$ cat config.mk
export PLATFORM = sky130hd
export DESIGN_NAME = shift_sequencer_flat
export DESIGN_NICKNAME = d
export VERILOG_FILES = /design/src/rtl/shift_sequencer_if.sv /design/src/rtl/shift_sequencer.sv /design/src/flat_wrapper.sv
export SDC_FILE = /design/constraint.sdc
export NUM_CORES = 1
export LEC_CHECK = 0
export ABC_AREA = 1
export CAP_MARGIN = 20
export CORE_MARGIN = 2
export CORE_UTILIZATION = 48
export DETAILED_ROUTE_END_ITERATION = 7
export PLACE_DENSITY = 0.8
export SETUP_SLACK_MARGIN = 0.5
export SLEW_MARGIN = 30
export SYNTH_ARGS = -nofsm -noshare
export SYNTH_HDL_FRONTEND = slang
export SYNTH_SLANG_ARGS = --single-unit
$ cat constraint.sdc
create_clock -name clk -period 1.6 [get_ports clk]
set_input_delay 0.16 -clock clk [delete_from_list [all_inputs] [get_ports clk]]
set_output_delay 0.16 -clock clk [all_outputs]
set_load 0.02 [all_outputs]
$ cat src/rtl/shift_sequencer_if.sv
// Request/result handshake bundle for the multi-step shift engine.
// slave is the engine side, master is the requester/consumer side.
interface shift_sequencer_if #(
  parameter int WIDTH = 4,
  parameter int AMT_W = 3
);
  logic             in_valid;
  logic             in_ready;
  logic [WIDTH-1:0] in_data;
  logic [2:0]       in_op;
  logic [AMT_W-1:0] in_amt;
  logic             out_valid;
  logic             out_ready;
  logic [WIDTH-1:0] out_data;
  logic             busy;

  modport master (
    output in_valid, in_data, in_op, in_amt, out_ready,
    input  in_ready, out_valid, out_data, busy
  );

  modport slave (
    input  in_valid, in_data, in_op, in_amt, out_ready,
    output in_ready, out_valid, out_data, busy
  );
endinterface

$ cat src/rtl/shift_sequencer.sv
// Multi-step shift engine: applies a one-bit shift/rotate step
// once per clock, amt times, then offers the result downstream.
module shift_sequencer #(
  parameter int WIDTH = 4,
  parameter int AMT_W = 3
) (
  input logic              clk,
  input logic              rst_n,
  shift_sequencer_if.slave bus
);

  typedef enum logic [1:0] {
    IDLE  = 2'd0,
    SHIFT = 2'd1,
    DONE  = 2'd2
  } state_t;

  state_t           state;
  state_t           nxt;
  logic [WIDTH-1:0] data;
  logic [2:0]       op;
  logic [AMT_W-1:0] cnt;
  logic [WIDTH-1:0] res;
  logic             rdy;
  logic             vld;
  logic [WIDTH-1:0] stepped;

  // op: [0]=left, [1]=logical, [2]=rotate
  function automatic logic [WIDTH-1:0] step(
    input logic [WIDTH-1:0] d,
    input logic [2:0]       o
  );
    logic [WIDTH-1:0] r;
    r = '0;
    unique case (1'b1)
      o[2] & o[0]:
        r = {d[WIDTH-2:0], d[WIDTH-1]};
      o[2] & !o[0]:
        r = {d[0], d[WIDTH-1:1]};
      !o[2] & o[0]:
        r = {d[WIDTH-2:0], 1'b0};
      !o[2] & !o[0] & o[1]:
        r = {1'b0, d[WIDTH-1:1]};
      default:
        r = {d[WIDTH-1], d[WIDTH-1:1]};
    endcase
    return r;
  endfunction

  assign stepped = step(data, op);

  always_ff @(posedge clk) begin
    if (!rst_n) state <= IDLE;
    else        state <= nxt;
  end

  always_comb begin
    nxt = state;
    case (state)
      IDLE: begin
        if (bus.in_valid)
          nxt = (bus.in_amt == '0) ? DONE : SHIFT;
      end
      SHIFT: begin
        if (cnt == AMT_W'(1)) nxt = DONE;
      end
      DONE: begin
        if (bus.out_ready) nxt = IDLE;
      end
      default: nxt = IDLE;
    endcase
  end

  always_comb begin
    rdy = 1'b0;
    vld = 1'b0;
    case (state)
      IDLE:    rdy = 1'b1;
      DONE:    vld = 1'b1;
      default: ;
    endcase
  end

  // res is separate from data so the last result survives a new accept
  always_ff @(posedge clk) begin
    if (!rst_n) begin
      data <= '0;
      op   <= '0;
      cnt  <= '0;
      res  <= '0;
    end else begin
      case (state)
        IDLE: begin
          if (bus.in_valid) begin
            data <= bus.in_data;
            op   <= bus.in_op;
            cnt  <= bus.in_amt;
            if (bus.in_amt == '0) res <= bus.in_data;
          end
        end
        SHIFT: begin
          data <= stepped;
          cnt  <= cnt - AMT_W'(1);
          if (cnt == AMT_W'(1)) res <= stepped;
        end
        default: ;
      endcase
    end
  end

  assign bus.in_ready  = rdy;
  assign bus.out_valid = vld;
  assign bus.busy      = !rdy;
  assign bus.out_data  = res;

endmodule
$ cat src/flat_wrapper.sv
// flat-port wrapper written by rule: the top's interface ports become plain ports
module shift_sequencer_flat 
#(
  parameter int WIDTH = 4,
  parameter int AMT_W = 3
)
  (clk, rst_n, bus_in_valid, bus_in_data, bus_in_op, bus_in_amt, bus_out_ready, bus_in_ready, bus_out_valid, bus_out_data, bus_busy);
  shift_sequencer_if #(.WIDTH(WIDTH), .AMT_W(AMT_W)) bus_i ();
  input logic clk;
  input logic rst_n;
  input wire logic [$bits(bus_i.in_valid)-1:0] bus_in_valid;
  input wire logic [$bits(bus_i.in_data)-1:0] bus_in_data;
  input wire logic [$bits(bus_i.in_op)-1:0] bus_in_op;
  input wire logic [$bits(bus_i.in_amt)-1:0] bus_in_amt;
  input wire logic [$bits(bus_i.out_ready)-1:0] bus_out_ready;
  output wire logic [$bits(bus_i.in_ready)-1:0] bus_in_ready;
  output wire logic [$bits(bus_i.out_valid)-1:0] bus_out_valid;
  output wire logic [$bits(bus_i.out_data)-1:0] bus_out_data;
  output wire logic [$bits(bus_i.busy)-1:0] bus_busy;
  assign bus_i.in_valid = bus_in_valid;
  assign bus_i.in_data = bus_in_data;
  assign bus_i.in_op = bus_in_op;
  assign bus_i.in_amt = bus_in_amt;
  assign bus_i.out_ready = bus_out_ready;
  assign bus_in_ready = bus_i.in_ready;
  assign bus_out_valid = bus_i.out_valid;
  assign bus_out_data = bus_i.out_data;
  assign bus_busy = bus_i.busy;
  shift_sequencer #(.WIDTH(WIDTH), .AMT_W(AMT_W)) u_core (.clk(clk), .rst_n(rst_n), .bus(bus_i));
endmodule
==> results.md <==
- The post-route total power is 2.69 mW.
- The residual DRC count is 0.
- The number of clock buffers inserted by TritonCTS is 3.
- By area, the combinational part of the netlist is dominated by simple AND/OR/NAND/NOR gates.
- The final critical path takes up between 80% and 90% of the cycle.
- The cell with the biggest individual delay on the critical path is sky130_fd_sc_hd__dfxtp_4.
- The sequential-to-total area share from yosys stat is between 30% and 40%.
- The global-route usage over all layers is between 20% and 30%.
- Setup repair after global routing could not meet its margin everywhere.
- The worst hold-check path type is primary input to register.
- The number of sinks handled by clock tree synthesis is 16.
- The launching element type of the critical path is a register.
- Counting every net in the synthesized netlist gives 150.
- The fraction of synthesized cell area in xor and xnor cells is 0%.
- Measured along the y axis, the die boundary spans 46.9 um.
- Summing the areas of all and, or, nand and nor instances in the mapped netlist gives 27.9% of the synthesized area.
- The number of buffers between clock root and the deepest sink is 2.
- The number of optimization iterations in the first detailed-route pass is 4.
- The clock-pin slew on the worst setup and hold paths is 0.10 ns.
- Global routing finished with a remaining overflow of 0.
- The area enclosed by the die boundary is approximately 2200 um2.
- The number of library cell types mapped by synthesis is 20.
- Of all nets on the critical path, the largest fanout is 8.
- For the worst setup path, the data arrival time is 1.51 ns.
- The number of hold buffers added after CTS was 0.
- The standard cell core area is roughly 1700 um2.
- The detail-routed net length per standard cell is ~14 um.
- Synthesis inferred 16 register bits.
- Detailed placement ended at an HPWL of roughly 1.5 mm.
- On the critical path the largest part of the delay comes from simple AND/OR/NAND/NOR gates.
- In the routed layout, each cell is associated on average with a via count of between 5 and 6.
- Derived from the worst setup path, the maximum achievable clock frequency is about 0.76 GHz.
- The library cell used most frequently in the layout, excluding fill and tap cells, is sky130_fd_sc_hd__nand2_1.
- The maximum level of the CTS H-tree is 1.
- Detailed routing inserted a total of 1013 vias.
- At the end of routability-driven placement, the weighted congestion stood at between 0.8 and 0.9.
- The sequential cell area is around 330 um2.
- Across the run, the number of max-cap violations was 0.
- In this run the cell area of the synthesized design comes to a little under 900 um2.
- The number of failing hold endpoints at the final stage is 0.
- The initial antenna violation count is 0.
- The filler cells instantiated in the layout total 125.
- Entering global routing, the biggest net connects 13 pins.
- The multi-input combinational cells in the finished layout cover a total of roughly 540 um2.
- The number of global-route vias before repair was 868.
- The clock tree skew after final layout is 0.00505 ns.
- The clock latency on the worst-skew pair is around 0.30 ns.
- For this run, the number of Yosys warnings is 0.
- The synthesized netlist devotes 19.7% of its cell area to compound gates.
- The wire length of the first global-routing pass is 3.54 mm.
- The delay of the slowest cell on the worst path is ~0.43 ns.
- TritonCTS built the clock tree.
- The critical path contains buffers and inverters numbering 2 combined.
- The post-detailed-routing wire length is 2.70 mm.
- Once the floorplan was initialized, standard cells occupied between 50 and 60% of the core.
- In the post-synthesis netlist, the biggest area contributors are sky130_fd_sc_hd__dfxtp_1 36%, sky130_fd_sc_hd__nand2_1 14%, sky130_fd_sc_hd__inv_1 11%.
- In this run the remaining antenna-violating nets after routing total 0.
- The total leakage power is about 0.64 nW.
- The worst-margin pin slew is about 0.48 ns.
- The flow ran to the end, and the final reports show no timing, DRC or antenna violations.
- For this design the top-level I/O count stands at 21.
- For this design the ratio of total power to cell area is around 2000 nW/um2.
- The critical path is of the register to register type.
- The count of buffers added on input and output ports is 20.
- The library cells used most frequently in the layout, excluding fill and tap cells, are 31 x sky130_fd_sc_hd__nand2_1, 20 x sky130_fd_sc_hd__inv_1, 13 x sky130_fd_sc_hd__clkdlybuf4s50_1, 13 x sky130_fd_sc_hd__dfxtp_1, 11 x sky130_fd_sc_hd__a21oi_1.
- The cell count after synthesis is between 100 and 150.
- Walking the worst path, the cells encountered are inv_6 > nor2_4 > nand3_1 > nand2_1 > inv_1 > nor2_1 > nor2_1.
- Clock tree synthesis selected as its root buffer the cell sky130_fd_sc_hd__clkbuf_4.
- In the final design database the tool counted 185 nets.
- The horizontal die dimension is between 40 and 50 um.
- From synthesis to final layout, the design area changed by 52.7%.
- The most area-hungry cell type in the Yosys netlist is sky130_fd_sc_hd__dfxtp_1.
- Multiplexer cells account for 0% of the synthesized area.
- Cells with a size suffix above 1 make up roughly a third of the layout.
- The synthesized netlist devotes roughly 2.8% of its cell area to adder and majority cells.
- Among the stages of the critical path, the cell type that occurs most often is sky130_fd_sc_hd__nor2_1.
- The number of placement rows is 15.
- The kind of capture point of the worst setup path is a register.
- The max-slew violation total from the final report was 0.
- Dividing the synthesized area by the synthesized cell count gives between 6 and 7 um2.
- The peak supply drop is around 0.0012 V.
- The number of antenna diodes in the final layout is 0.
- In this run the tightest slew margin relative to its limit is between 60% and 70%.
- The setup TNS is 0 ns.
- At the worst endpoint, the required time is around 1.8 ns.
- The number of design-rule violations left by the first detailed-router iteration is 20.
- The worst path needs 1.31 ns of the cycle, external delays included.
- After synthesis, the largest area contributor takes up 36.3% of total cell area.
- Setup violations remaining at the end of the flow were counted as 0.
-- cell type report --
type,instances,share of cell area [%]
clock buffer,4,2.69
inverter,26,7.98
multi-input combinational,90,40.0
sequential,16,24.4
tap,25,2.32
timing repair buffer,32,22.6
-- report_power, final --
part / internal [mW] / switching, mW / total [mW]
registers: 0.568 / 0.159 / 0.726
clock network: 0.139 / 0.147 / 0.286
logic: 0.728 / 0.948 / 1.68
-- sequential cells by signal, indices dropped and copies added (netlist names) --
register / cells
u_core.state: 2
u_core.cnt: 3
u_core.op: 3
u_core.data: 4
u_core.bus.out_data: 4
-- worst paths after layout --
check	to	startpoint	cells after the start	slack, ns
worst max-delay path	u_core.bus.out_data[0]$_SDFFE_PN0P_	u_core.state[0]$_SDFFE_PN0P_	7	0.29
worst min-delay path	u_core.op[0]$_SDFFE_PN0P_	bus_in_op[0]	3	0.48
worst min register to register	u_core.cnt[1]$_SDFFE_PN0P_	u_core.cnt[1]$_SDFFE_PN0P_	2	0.48
worst max register to register	u_core.bus.out_data[0]$_SDFFE_PN0P_	u_core.state[0]$_SDFFE_PN0P_	7	0.29
-- cells in the mapped netlist --
library cell,number
sky130_fd_sc_hd__nand2_1,34
sky130_fd_sc_hd__inv_1,25
sky130_fd_sc_hd__dfxtp_1,16
sky130_fd_sc_hd__a21oi_1,13
sky130_fd_sc_hd__nor2_1,12
sky130_fd_sc_hd__o21ai_0,11
sky130_fd_sc_hd__nand3_1,5
sky130_fd_sc_hd__o211ai_1,4
sky130_fd_sc_hd__ha_1,2
sky130_fd_sc_hd__or2_2,2
sky130_fd_sc_hd__a21oi_4,1
sky130_fd_sc_hd__buf_2,1
sky130_fd_sc_hd__buf_6,1
sky130_fd_sc_hd__clkbuf_1,1
sky130_fd_sc_hd__inv_2,1
sky130_fd_sc_hd__nand2_2,1
sky130_fd_sc_hd__nand3_4,1
sky130_fd_sc_hd__nor2_2,1
sky130_fd_sc_hd__o21a_1,1
sky130_fd_sc_hd__or2_1,1
-- per-layer routing --
metal	track usage, %	up-vias	routed length, um
met5	0	-	0
met4	17.2	0	67
met3	6.92	9	186
met2	36.7	53	1340
met1	27.4	460	1110
li1	-	491	-
-- what timing repair did --
item	CTS	global route
gates cloned	1	0
setup buffers	6	4
gates resized for setup	37	31
hold endpoints to repair	0	0
pin swaps	12	8
setup endpoints to repair	23	23
-- through the flow --
stage	setup slack, ns	utilization (%)	hold slack (ns)	area [um2]	instances
2_1_floorplan	0.476	-	0.284	910	134
3_3_place_gp	0.159	65.8	0.464	1140	178
3_5_place_dp	0.123	65.8	0.479	1140	178
4_1_cts	0.406	72.8	0.492	1260	189
5_1_grt	0.182	78.1	0.493	1350	193
6_report	0.291	78.1	0.476	1350	193
-- cells by family after synthesis --
family / after synthesis
simple gates: 57
compound gates: 30
buf+inv: 29
flops: 16
fa+ha+maj: 2
-- worst register-to-register path, cell delays in order (launching register included) --
cell and delay [ns]:
sky130_fd_sc_hd__dfxtp_4 0.43, sky130_fd_sc_hd__inv_6 0.06, sky130_fd_sc_hd__nor2_4 0.25, sky130_fd_sc_hd__nand3_1 0.11, sky130_fd_sc_hd__nand2_1 0.11, sky130_fd_sc_hd__inv_1 0.06, sky130_fd_sc_hd__nor2_1 0.13, sky130_fd_sc_hd__nor2_1 0.06
Note: power is estimated with default switching activity, not from simulation.
